$ cat config.mk
export PLATFORM = sky130hd
export DESIGN_NAME = game_state_controller
export DESIGN_NICKNAME = d
export VERILOG_FILES = /design/src/rtl/game_pkg.sv /design/src/rtl/game_state_controller_lfsr16.sv /design/src/rtl/game_state_controller.sv
export SDC_FILE = /design/constraint.sdc
export NUM_CORES = 1
export LEC_CHECK = 0
export ABC_AREA = 1
export BUFFER_PORTS_ARGS = -buffer_cell sky130_fd_sc_hd__buf_2
export CORE_MARGIN = 2
export CORE_UTILIZATION = 50
export DETAILED_ROUTE_END_ITERATION = 10
export GPL_TIMING_DRIVEN = 0
export HOLD_SLACK_MARGIN = 0.05
export PLACE_DENSITY_LB_ADDON = 0.05
export SYNTH_ARGS = -nofsm -noshare
export SYNTH_HDL_FRONTEND = slang
export SYNTH_SLANG_ARGS = --single-unit
$ cat constraint.sdc
create_clock -name iClock -period 4.85 [get_ports iClock]
set_clock_uncertainty 0.05 [all_clocks]
set_input_delay 0 -clock iClock [delete_from_list [all_inputs] [get_ports iClock]]
set_output_delay 0 -clock iClock [all_outputs]
set_load 0.03 [all_outputs]
$ cat src/rtl/game_pkg.sv
// Shared game definitions: FSM state encoding plus screen, bird and pipe geometry.
// The render controller imports this too, so bird/pipe geometry has a single source.
package game_pkg;

  typedef enum logic [1:0] {
    ST_IDLE  = 2'd0,
    ST_PLAY  = 2'd1,
    ST_DYING = 2'd2,
    ST_OVER  = 2'd3
  } state_e;

  // Rows are unsigned; columns are signed so a pipe can slide off the left edge.
  localparam logic [9:0]         SCREEN_HEIGHT = 10'd480;
  localparam logic signed [10:0] BIRD_X        = 11'sd303;
  localparam logic signed [10:0] BIRD_WIDTH    = 11'sd34;
  localparam logic [9:0]         BIRD_HEIGHT   = 10'd24;
  localparam logic [9:0]         BIRD_START_Y  = 10'd228;
  localparam logic [9:0]         GROUND_Y      = SCREEN_HEIGHT - BIRD_HEIGHT;
  localparam logic signed [5:0]  GRAVITY       = 6'sd1;
  localparam logic signed [5:0]  FLAP_VELOCITY = -6'sd8;
  localparam logic signed [5:0]  MAX_FALL      = 6'sd10;
  localparam logic signed [10:0] PIPE_WIDTH    = 11'sd52;
  localparam logic [9:0]         PIPE_GAP      = 10'd120;
  localparam logic signed [10:0] PIPE_SPACING  = 11'sd320;
  localparam logic signed [10:0] PIPE_SPEED    = 11'sd2;
  localparam logic signed [10:0] PIPE0_START_X = 11'sd640;
  localparam logic signed [10:0] PIPE1_START_X = 11'sd960;
  localparam logic [9:0]         GAP_RESET_Y   = 10'd192;
  localparam logic [9:0]         GAP_BASE_Y    = 10'd64;
  localparam logic [5:0]         DEATH_FRAMES  = 6'd60;
  localparam logic [15:0]        SCORE_MAX     = 16'd999;
  localparam logic [15:0]        LFSR_SEED     = 16'hACE1;

  function automatic logic [9:0] gap_from_lfsr(input logic [15:0] lfsr);
    return GAP_BASE_Y + {2'b00, lfsr[7:0]};
  endfunction

endpackage

$ cat src/rtl/game_state_controller_lfsr16.sv
// Free-running 16-bit Fibonacci LFSR (x^16 + x^14 + x^13 + x^11 + 1), one step per clock.
// Output is the register itself; no enable and no backpressure.
module lfsr16 #(
  parameter logic [15:0] SEED = 16'hACE1
) (
  input  logic        iClock,
  input  logic        iResetN,
  output logic [15:0] oLfsr
);

  logic [15:0] r_lfsr;
  logic        w_fb;

  assign w_fb  = r_lfsr[0] ^ r_lfsr[2] ^ r_lfsr[3] ^ r_lfsr[5];
  assign oLfsr = r_lfsr;

  always_ff @(posedge iClock or negedge iResetN) begin
    if (!iResetN) r_lfsr <= SEED;
    else          r_lfsr <= {w_fb, r_lfsr[15:1]};
  end

endmodule

$ cat src/rtl/game_state_controller.sv
// Frame-rate game sequencer: FSM, bird physics, two scrolling pipes, collision and score.
// All outputs are registered and move one cycle after iFrameStart; there is no backpressure.
module game_state_controller
  import game_pkg::*;
(
  input  logic        iClock,
  input  logic        iResetN,
  input  logic        iFrameStart,
  input  logic        iFlap,
  output logic [1:0]  oState,
  output logic [9:0]  oBirdY,
  output logic [15:0] oScore,
  output logic [10:0] oPipe0X,
  output logic [10:0] oPipe1X,
  output logic [9:0]  oPipe0GapY,
  output logic [9:0]  oPipe1GapY,
  output logic        oScrollEn
);

  state_e             r_state, w_state_nxt;
  logic [9:0]         r_bird_y, w_bird_y_nxt;
  logic signed [5:0]  r_vel, w_vel_nxt;
  logic [15:0]        r_score, w_score_nxt;
  logic signed [10:0] r_pipe0_x, r_pipe1_x, w_pipe0_x_nxt, w_pipe1_x_nxt;
  logic [9:0]         r_gap0, r_gap1, w_gap0_nxt, w_gap1_nxt;
  logic [5:0]         r_death_cnt, w_death_cnt_nxt;
  logic               r_flap_d, r_flap_pending, w_flap_pending_nxt;
  logic               r_scroll_en;

  logic [15:0]        w_lfsr;
  logic               w_flap;
  logic signed [5:0]  w_vel_grav;
  logic signed [10:0] w_y_sum;
  logic               w_ground;
  logic [9:0]         w_y_clamp;
  logic signed [10:0] w_p0_step, w_p1_step, w_p0_x, w_p1_x;
  logic               w_p0_wrap, w_p1_wrap;
  logic [9:0]         w_p0_gap, w_p1_gap;
  logic [1:0]         w_cross_cnt;
  logic [15:0]        w_score_sum, w_score_inc;
  logic               w_hit;

  function automatic logic passes_bird(input logic signed [10:0] x_old,
                                       input logic signed [10:0] x_new);
    return (x_old + PIPE_WIDTH >= BIRD_X) && (x_new + PIPE_WIDTH < BIRD_X);
  endfunction

  function automatic logic hits_pipe(input logic signed [10:0] x,
                                     input logic [9:0]         gap,
                                     input logic [9:0]         y);
    logic overlap;
    logic outside;
    overlap = (x < BIRD_X + BIRD_WIDTH) && (x + PIPE_WIDTH > BIRD_X);
    outside = (y < gap) || (y + BIRD_HEIGHT > gap + PIPE_GAP);
    return overlap && outside;
  endfunction

  lfsr16 #(.SEED(LFSR_SEED)) u_lfsr (
    .iClock  (iClock),
    .iResetN (iResetN),
    .oLfsr   (w_lfsr)
  );

  // A rising edge landing on the tick cycle counts for that tick.
  assign w_flap = r_flap_pending | (iFlap & ~r_flap_d);

  // Position moves by the velocity held before this tick; velocity then updates.
  assign w_vel_grav = (r_vel >= MAX_FALL - GRAVITY) ? MAX_FALL : r_vel + GRAVITY;
  assign w_y_sum    = $signed({1'b0, r_bird_y}) + $signed({{5{r_vel[5]}}, r_vel});
  assign w_ground   = w_y_sum >= $signed({1'b0, GROUND_Y});
  assign w_y_clamp  = w_y_sum[10] ? 10'd0 : (w_ground ? GROUND_Y : w_y_sum[9:0]);

  assign w_p0_step = r_pipe0_x - PIPE_SPEED;
  assign w_p1_step = r_pipe1_x - PIPE_SPEED;
  assign w_p0_wrap = w_p0_step <= -PIPE_WIDTH;
  assign w_p1_wrap = w_p1_step <= -PIPE_WIDTH;
  assign w_p0_x    = w_p0_wrap ? w_p0_step + PIPE_SPACING + PIPE_SPACING : w_p0_step;
  assign w_p1_x    = w_p1_wrap ? w_p1_step + PIPE_SPACING + PIPE_SPACING : w_p1_step;
  assign w_p0_gap  = w_p0_wrap ? gap_from_lfsr(w_lfsr) : r_gap0;
  assign w_p1_gap  = w_p1_wrap ? gap_from_lfsr(w_lfsr) : r_gap1;

  assign w_cross_cnt = {1'b0, passes_bird(r_pipe0_x, w_p0_x)}
                     + {1'b0, passes_bird(r_pipe1_x, w_p1_x)};
  assign w_score_sum = r_score + {14'd0, w_cross_cnt};
  assign w_score_inc = (w_score_sum > SCORE_MAX) ? SCORE_MAX : w_score_sum;

  assign w_hit = hits_pipe(w_p0_x, w_p0_gap, w_y_clamp) || hits_pipe(w_p1_x, w_p1_gap, w_y_clamp);

  always_comb begin
    w_state_nxt        = r_state;
    w_bird_y_nxt       = r_bird_y;
    w_vel_nxt          = r_vel;
    w_score_nxt        = r_score;
    w_pipe0_x_nxt      = r_pipe0_x;
    w_pipe1_x_nxt      = r_pipe1_x;
    w_gap0_nxt         = r_gap0;
    w_gap1_nxt         = r_gap1;
    w_death_cnt_nxt    = r_death_cnt;
    w_flap_pending_nxt = w_flap;
    if (iFrameStart) begin
      w_flap_pending_nxt = 1'b0;
      unique case (r_state)
        ST_IDLE: begin
          w_bird_y_nxt  = BIRD_START_Y;
          w_vel_nxt     = 6'sd0;
          w_pipe0_x_nxt = PIPE0_START_X;
          w_pipe1_x_nxt = PIPE1_START_X;
          if (w_flap) begin
            w_state_nxt = ST_PLAY;
            w_vel_nxt   = FLAP_VELOCITY;
            w_score_nxt = 16'd0;
          end
        end
        ST_PLAY: begin
          w_vel_nxt     = w_flap ? FLAP_VELOCITY : w_vel_grav;
          w_bird_y_nxt  = w_y_clamp;
          w_pipe0_x_nxt = w_p0_x;
          w_pipe1_x_nxt = w_p1_x;
          w_gap0_nxt    = w_p0_gap;
          w_gap1_nxt    = w_p1_gap;
          w_score_nxt   = w_score_inc;
          if (w_ground || w_hit) begin
            w_state_nxt     = ST_DYING;
            w_death_cnt_nxt = 6'd0;
          end
        end
        ST_DYING: begin
          w_vel_nxt    = w_vel_grav;
          w_bird_y_nxt = w_y_clamp;
          if (r_death_cnt == DEATH_FRAMES - 6'd1) begin
            w_state_nxt     = ST_OVER;
            w_death_cnt_nxt = 6'd0;
          end else begin
            w_death_cnt_nxt = r_death_cnt + 6'd1;
          end
        end
        ST_OVER: begin
          if (w_flap) w_state_nxt = ST_IDLE;
        end
        default: w_state_nxt = ST_IDLE;
      endcase
    end
  end

  always_ff @(posedge iClock or negedge iResetN) begin
    if (!iResetN) begin
      r_state        <= ST_IDLE;
      r_bird_y       <= BIRD_START_Y;
      r_vel          <= 6'sd0;
      r_score        <= 16'd0;
      r_pipe0_x      <= PIPE0_START_X;
      r_pipe1_x      <= PIPE1_START_X;
      r_gap0         <= GAP_RESET_Y;
      r_gap1         <= GAP_RESET_Y;
      r_death_cnt    <= 6'd0;
      r_flap_d       <= 1'b0;
      r_flap_pending <= 1'b0;
      r_scroll_en    <= 1'b0;
    end else begin
      r_state        <= w_state_nxt;
      r_bird_y       <= w_bird_y_nxt;
      r_vel          <= w_vel_nxt;
      r_score        <= w_score_nxt;
      r_pipe0_x      <= w_pipe0_x_nxt;
      r_pipe1_x      <= w_pipe1_x_nxt;
      r_gap0         <= w_gap0_nxt;
      r_gap1         <= w_gap1_nxt;
      r_death_cnt    <= w_death_cnt_nxt;
      r_flap_d       <= iFlap;
      r_flap_pending <= w_flap_pending_nxt;
      r_scroll_en    <= (w_state_nxt == ST_PLAY);
    end
  end

  assign oState     = r_state;
  assign oBirdY     = r_bird_y;
  assign oScore     = r_score;
  assign oPipe0X    = r_pipe0_x;
  assign oPipe1X    = r_pipe1_x;
  assign oPipe0GapY = r_gap0;
  assign oPipe1GapY = r_gap1;
  assign oScrollEn  = r_scroll_en;

endmodule

# Yosys cells after proc, flatten, opt, wreduce, memory -nomap -nowiden

Cells that the tools add are included.

$add $sub $neg: 19
$lt $le $gt $ge: 17
Equality and inequality tests: 7
Mux-type cells: 26
Bitwise gates (word level): 6
Reduce and logical (&&, ||, !) cells: 22

Operators with widths:

| operator                                                                              | number |
|---|---|
| 11-bit by 10-bit adder with 11-bit output, second input constant                      | 4 |
| 11-bit by 7-bit adder with 11-bit output, second input constant                       | 4 |
| 11-bit by 10-bit < comparator with 1-bit output, second input constant                | 4 |
| 11-bit case mux with 2 select lines                                                   | 2 |
| 10-bit two-way mux                                                                    | 4 |
| 11-bit by 10-bit greater-or-equal comparator with 1-bit output, second input constant | 3 |
| 16-bit two-way mux                                                                    | 2 |
| 16-bit case mux with 2 select lines                                                   | 1 |
| 6-bit two-way mux                                                                     | 5 |
| 11-bit by 10-bit greater-than comparator with 1-bit output, second input constant     | 2 |
| 11-bit by 7-bit <= comparator with 1-bit output, second input constant                | 2 |
| 11-bit two-way mux                                                                    | 2 |
| 11-bit by 3-bit subtractor with 11-bit output, second input constant                  | 2 |
| 10-bit by 7-bit adder with 10-bit output, second input constant                       | 2 |
| 10-bit greater-than comparator                                                        | 2 |
| 10-bit < comparator                                                                   | 2 |
| 10-bit case mux with 2 select lines                                                   | 1 |
| 6-bit case mux with 3 select lines                                                    | 1 |
| 16-bit by 2-bit adder with 16-bit output                                              | 1 |
| 16-bit by 10-bit greater-than comparator with 1-bit output, second input constant     | 1 |
| 6-bit case mux with 2 select lines                                                    | 1 |
| 11-bit by 6-bit adder with 11-bit output                                              | 1 |
| 10-bit by 5-bit adder with 10-bit output, second input constant                       | 1 |
| 2-bit two-way mux                                                                     | 5 |
| 23 further kinds                                                                      | 42 |

Bits in registers: 101
Input bits: 4
Output and inout port bits: 71
Word-level logic and storage cells: 110

# Longest topological paths before layout

Depth in word-level cells: 14
Gate-level depth with buffers: 39
Mapped depth without buffers: 39

# By module

Synthesis repeated with hierarchy kept, for this count alone.

Cell total of the unflattened synthesis: 1,021
Area total of the unflattened synthesis: 7,659.8 µm²

Modules (own cells, without submodules):

| module                | instances | cells an instance | area an instance (µm²) | sequential area each (µm²) |
|---|---|---|---|---|
| game_state_controller | 1         | 988               | 7,178.1                | 2,094.5 |
| lfsr16                | 1         | 33                | 481.7                  | 410.4 |

# Worst setup path before layout

OpenSTA, ideal clock, no wires.

Kind: register -> register
From: reg r_pipe0_x[3], in the netlist oPipe0X[3]
To: reg r_score[6], in the netlist oScore[6]
Setup time: 136 ps
Arrival: 4,649 ps
Required time: 4,664 ps
Slack: 16 ps
Stages on the path, launching flop included: 31
Path buffers: 1
Clock period less this slack: 4,834 ps
Cell sequence: dfrtp_1 inv_1 ha_1 nand2_1 nand2_1 nor2_1 nand2_1 nand2_1 inv_1 ha_1 nand3_1 nor2_4 nand2_4 nand2_4 buf_6 o21ai_2 inv_1 nand3_2 nand2_2 a221oi_1 fa_1 nand3_1 nor4_1 nand3_1 nor3_2 nand2_1 xor2_1 a211oi_1 nand4_2 a21oi_1 o22ai_1

Cells in the longest elaborated chain, start to end: 12
Elaborated cells on any way between the ends: 15
Classes of those cells: add/sub: 7; order compare: 4; mux: 3; reduce/logical: 1

Ends and longest elaborated chain:

| item                                                       | RTL line                     | RTL |
|---|---|---|
| start, declared                                            | game_state_controller.sv:24  | `logic signed [10:0] r_pipe0_x, r_pipe1_x, w_pipe0_x_nxt, w_pipe1_x_nxt;` |
| start signal, assigned                                     | game_state_controller.sv:164 | `r_pipe0_x <= w_pipe0_x_nxt;` |
| 11-bit by 3-bit subtractor with 11-bit output              | game_state_controller.sv:73  | `assign w_p0_step = r_pipe0_x - PIPE_SPEED;` |
| 11-bit by 10-bit adder with 11-bit output (2 in series)    | game_state_controller.sv:77  | `assign w_p0_x = w_p0_wrap ? w_p0_step + PIPE_SPACING + PIPE_SPACING : w_p0_step;` |
| 11-bit two-way mux                                         | game_state_controller.sv:77  |  |
| 11-bit by 7-bit adder with 11-bit output                   | game_state_controller.sv:45  | `return (x_old + PIPE_WIDTH >= BIRD_X) && (x_new + PIPE_WIDTH < BIRD_X);` |
| 11-bit by 10-bit < comparator with 1-bit output            | game_state_controller.sv:45  |  |
| 1-bit logical AND (*)                                      | game_state_controller.sv:45  |  |
| 1-bit by 1-bit adder with 2-bit output (*)                 | game_state_controller.sv:83  | `+ {1'b0, passes_bird(r_pipe1_x, w_p1_x)};` |
| 16-bit by 2-bit adder with 16-bit output (*)               | game_state_controller.sv:84  | `assign w_score_sum = r_score + {14'd0, w_cross_cnt};` |
| 16-bit by 10-bit greater-than comparator with 1-bit output | game_state_controller.sv:85  | `assign w_score_inc = (w_score_sum > SCORE_MAX) ? SCORE_MAX : w_score_sum;` |
| 16-bit two-way mux (*)                                     | game_state_controller.sv:85  |  |
| 16-bit case mux with 2 select lines (*)                    | game_state_controller.sv:102 | `unique case (r_state)` |
| end signal, assigned                                       | game_state_controller.sv:163 | `r_score <= w_score_nxt;` |
| end, declared                                              | game_state_controller.sv:23  | `logic [15:0] r_score, w_score_nxt;` |

Every way passes the cells marked *; elsewhere a longest branch is shown, timed or not.
A chain may end at the register's enable or synchronous reset.

# Worst setup path in the final report

From: reg r_pipe0_x[2], in the netlist oPipe0X[2]
To: reg r_score[6], in the netlist oScore[6]

The elaborated chain is that of the path after synthesis.

==> results.cfg <==
[worst_setup_path]
rr_endpoint = oScore[6]
r2r_setup_slack_ns = 0.09
crit_fanout = 6
startpoint_type = flop
cp-startpoint = oPipe0X[2]
cpMaxStageDelayCell = dfrtp_1
crit_arrival_ns = 4.93
cp_slowest_stage_delay_ns = 0.37
critPathBufInv = 3
crit_top_cell = nand2_4
setup.worst_path.end = oScore[6]
reg2reg_from = oPipe0X[2]
reg2reg_depth = 30
path_delay_family = simple AND/OR/NAND/NOR gates
critPathRequiredTime_ns = 5.02
path_depth = 30
cp-end-kind = flop
crit_type = reg -> reg

[power]
p_int_w = 0.00349
powerDensity_nw_per_um2 = 740
leakagePower_nw = 4.90
p_clk_share_pct = 10.4
p_sw_w = 0.00390
total_power_w = 0.00739
sw_frac_of_total_pct = 52.8
p_seq_share_pct = 15.7
pwr-share-comb_pct = 73.9
ir_drop_v = 0.000571

[route]
avgViaCountPerCell = 5.26
remaining_drc_errors = 0
wirelength_um = 20000
vias = 7091
wire_per_inst_um = 14.8
final_antenna_net_count = 0
drtIter0Drc = 440
first_pass_iters = 7

[clock_tree]
cts.sinks = 99
clk_pin_slew_ns = 0.07
clk_latency_ns = 0.35
htreeDepth = 3
cts_tree = built
clk_path_buf_depth = 2
cts_made_buffers = 9
root_buffer = clkbuf_16

[finish]
drive_gt1_share_pct = 32.5
fillers = 1344
regArea_um2 = 2510
final_nets = 1233
fin_util_pct = 65.7
multi_input_area_um2 = 5310
area_growth_pct = 28.5
antenna_cells = 0
stdcell_area_um2 = 9990

[logic_synthesis]
ys_ff_latch = 99
synth_area_um2 = 7770
avgSynthCellArea_um2 = 7.73
synth_cell_types = 59
synth-edff-count = 0
synth_ff_type = dfrtp_1
yosys_warnings = 0
synth_cells = 1005
yosysSeqAreaShare_pct = 32.2
ys_async_sr_fraction_pct = 100

[sta]
relSlewSlack_pct = 38.4
rsz0062_at_grt = yes
fmax_mhz = 210
max_slew.worst_pin.slew_ns = 0.915
finalCritPeriodShare_pct = 98.2
report.final.slew_viol_count = 0
min_period_ns = 4.76
layout_setup_ws_ns = 0.0893
hold_viol_final = 0
finalSetupViolations = 0

[floorplan]
die_h_um = 129
die_w_um = 129
boundaryPins = 75
rows = 45
dieArea_um2 = 16600
core_um2 = 15200
start_util_pct = 51.1

[grt]
track_usage_pct = 23.5
grt_pass1_vias = 6488
grt.overflow.total = 0
grt_max_degree = 53
grt_pass1_wl_um = 31300
antenna_found_initial = 0

[status]
status = complete, no violations

[placement]
portBuffers = 72
dpl_worst_slack_ns = -0.688
hpwl_um = 14300
gp_congestion = 0.875
postPlaceCellArea_um2 = 8420

[flow_run]
max-cap-violations = 0

[min_path]
hp-class = in -> async
[worst min-delay path by stage]
stage | startpoint | endpoint | slack (ns)
2_1_floorplan | iResetN | oBirdY[0] | -0.35
3_3_place_gp | iFlap | r_flap_d | 0.08
3_5_place_dp | iResetN | oPipe1X[4] | -0.002
4_1_cts | iResetN | oPipe1X[4] | 0.16
5_1_grt | iResetN | oPipe1X[4] | 0.21
6_report | iResetN | oPipe1X[4] | 0.15
[per-layer routing]
metal  GRT usage [%]  up-vias  wire (um)
met3            3.70       14        625
met5               0        -          0
met4            5.24        0        184
li1                -     3579          -
met1            32.7     3351       9470
met2            38.7      147       9680
[cells by family after synthesis]
family,Yosys count,synth area share (%)
simple gates,434,26.6
flops,99,32.2
fa+ha+maj,73,11.9
compound gates,181,13.7
xor+xnor,54,6.86
other cells,1,0.0482
buf+inv,163,8.56
[sequential cells by signal, indices dropped and copies added (netlist names)]
register / count
oPipe0X: 10
oPipe0GapY: 10
u_lfsr.oLfsr: 16
r_flap_d: 1
r_flap_pending: 1
oPipe1GapY: 10
oBirdY: 10
oState: 2
r_death_cnt: 6
oScore: 16
oPipe1X: 10
oScrollEn: 1
r_vel: 6
[timing repair]
item,CTS,global route
gates cloned,0,2
endpoints found under the setup margin,19,19
pin swaps,8,83
gates resized for setup,42,129
hold buffers,3,0
buffers inserted,11,47
hold endpoints to repair,54,0
[worst reg2reg max path: cells and delay by family (launching register included)]
| family | cells | cell delay, ns |
|---|---|---|
| adder cells (fa/ha/maj) | 3 | 0.71 |
| XOR/XNOR | 1 | 0.17 |
| AO/OA/AOI/OAI | 5 | 0.84 |
| AND/OR/NAND/NOR | 18 | 2.18 |
| buffers and inverters | 3 | 0.32 |
| flip-flops | 1 | 0.37 |
[placed cells by master (no fill, tap or decap), types with 4 or more instances in the layout]
master     Yosys  routed
buf_2          3      73
nand4_1       10      10
o21ai_2       11      13
nor2_2         5       9
xnor2_1        7       7
nor3_1        10       7
dfrtp_2        0       6
a21oi_2        2      10
o21ai_0       66      61
nor2_1        79      68
o22ai_1       20      20
nand2_2       21      32
a22oi_1        4       4
o21ai_4        1       5
ha_4           0      11
ha_1          71      57
dfstp_2       22      22
clkbuf_16      0      11
xor2_4         2       5
conb_1         1       6
nand2_4       12      20
nor2_4         6      13
nand2_1      205     185
buf_4          2      56
nand3_4        0       5
clkbuf_1       6       6
a21oi_1       44      35
buf_6          4       6
nand3_2       10      19
o21ai_1       11      10
inv_2          8      21
inv_1        136     122
nand3_1       58      44
dfrtp_1       77      71
xor2_1        42      39
[final cells by class]
type / count / share of cell area (%)
inverters: 146 / 5.51
clock inverters: 6 / 0.727
flip-flops and latches: 99 / 25.2
repair buffers: 136 / 9.43
clock buffers: 10 / 2.39
multi-input cells: 748 / 53.2
plain buffers: 16 / 1.27
well taps: 188 / 2.36
[power by group through the flow]
stage	sequential (W)	combinational, W	clock, W
3_3_place_gp	0.00117	0.00418	0
5_1_grt	0.00119	0.00610	0.000824
3_5_place_dp	0.00117	0.00422	0
6_report	0.00116	0.00546	0.000769
4_1_cts	0.00115	0.00450	0.000786
2_1_floorplan	0.00134	0.00309	0
[metrics by stage]
stage	hold WS [ns]	setup TNS, ns	instances
3_3_place_gp	0.0785	-8.09	1270
3_5_place_dp	-0.00190	-8.50	1271
6_report	0.147	0	1349
5_1_grt	0.210	-3.29	1349
4_1_cts	0.161	0	1301
2_1_floorplan	-0.346	0	1010
[synthesized netlist by cell type, types with 4 or more instances]
master	instances	area, um^2
a21oi_1	44	220
a22oi_1	4	30.0
buf_6	4	45.0
clkbuf_1	6	22.5
dfrtp_1	77	1930
dfstp_2	22	578
ha_1	71	888
inv_1	136	510
inv_2	8	30.0
nand2_1	205	769
nand2_2	21	131
nand2_4	12	135
nand3_1	58	290
nand3_2	10	100
nand4_1	10	62.6
nor2_1	79	297
nor2_2	5	31.3
nor2_4	6	67.6
nor3_1	10	50.1
nor4_1	4	25.0
o21ai_0	66	330
o21ai_1	11	55.1
o21ai_2	11	96.3
o22ai_1	20	125
or2_1	4	25.0
xnor2_1	7	61.3
xor2_1	42	368
Note: power is estimated with default switching activity, not from simulation.
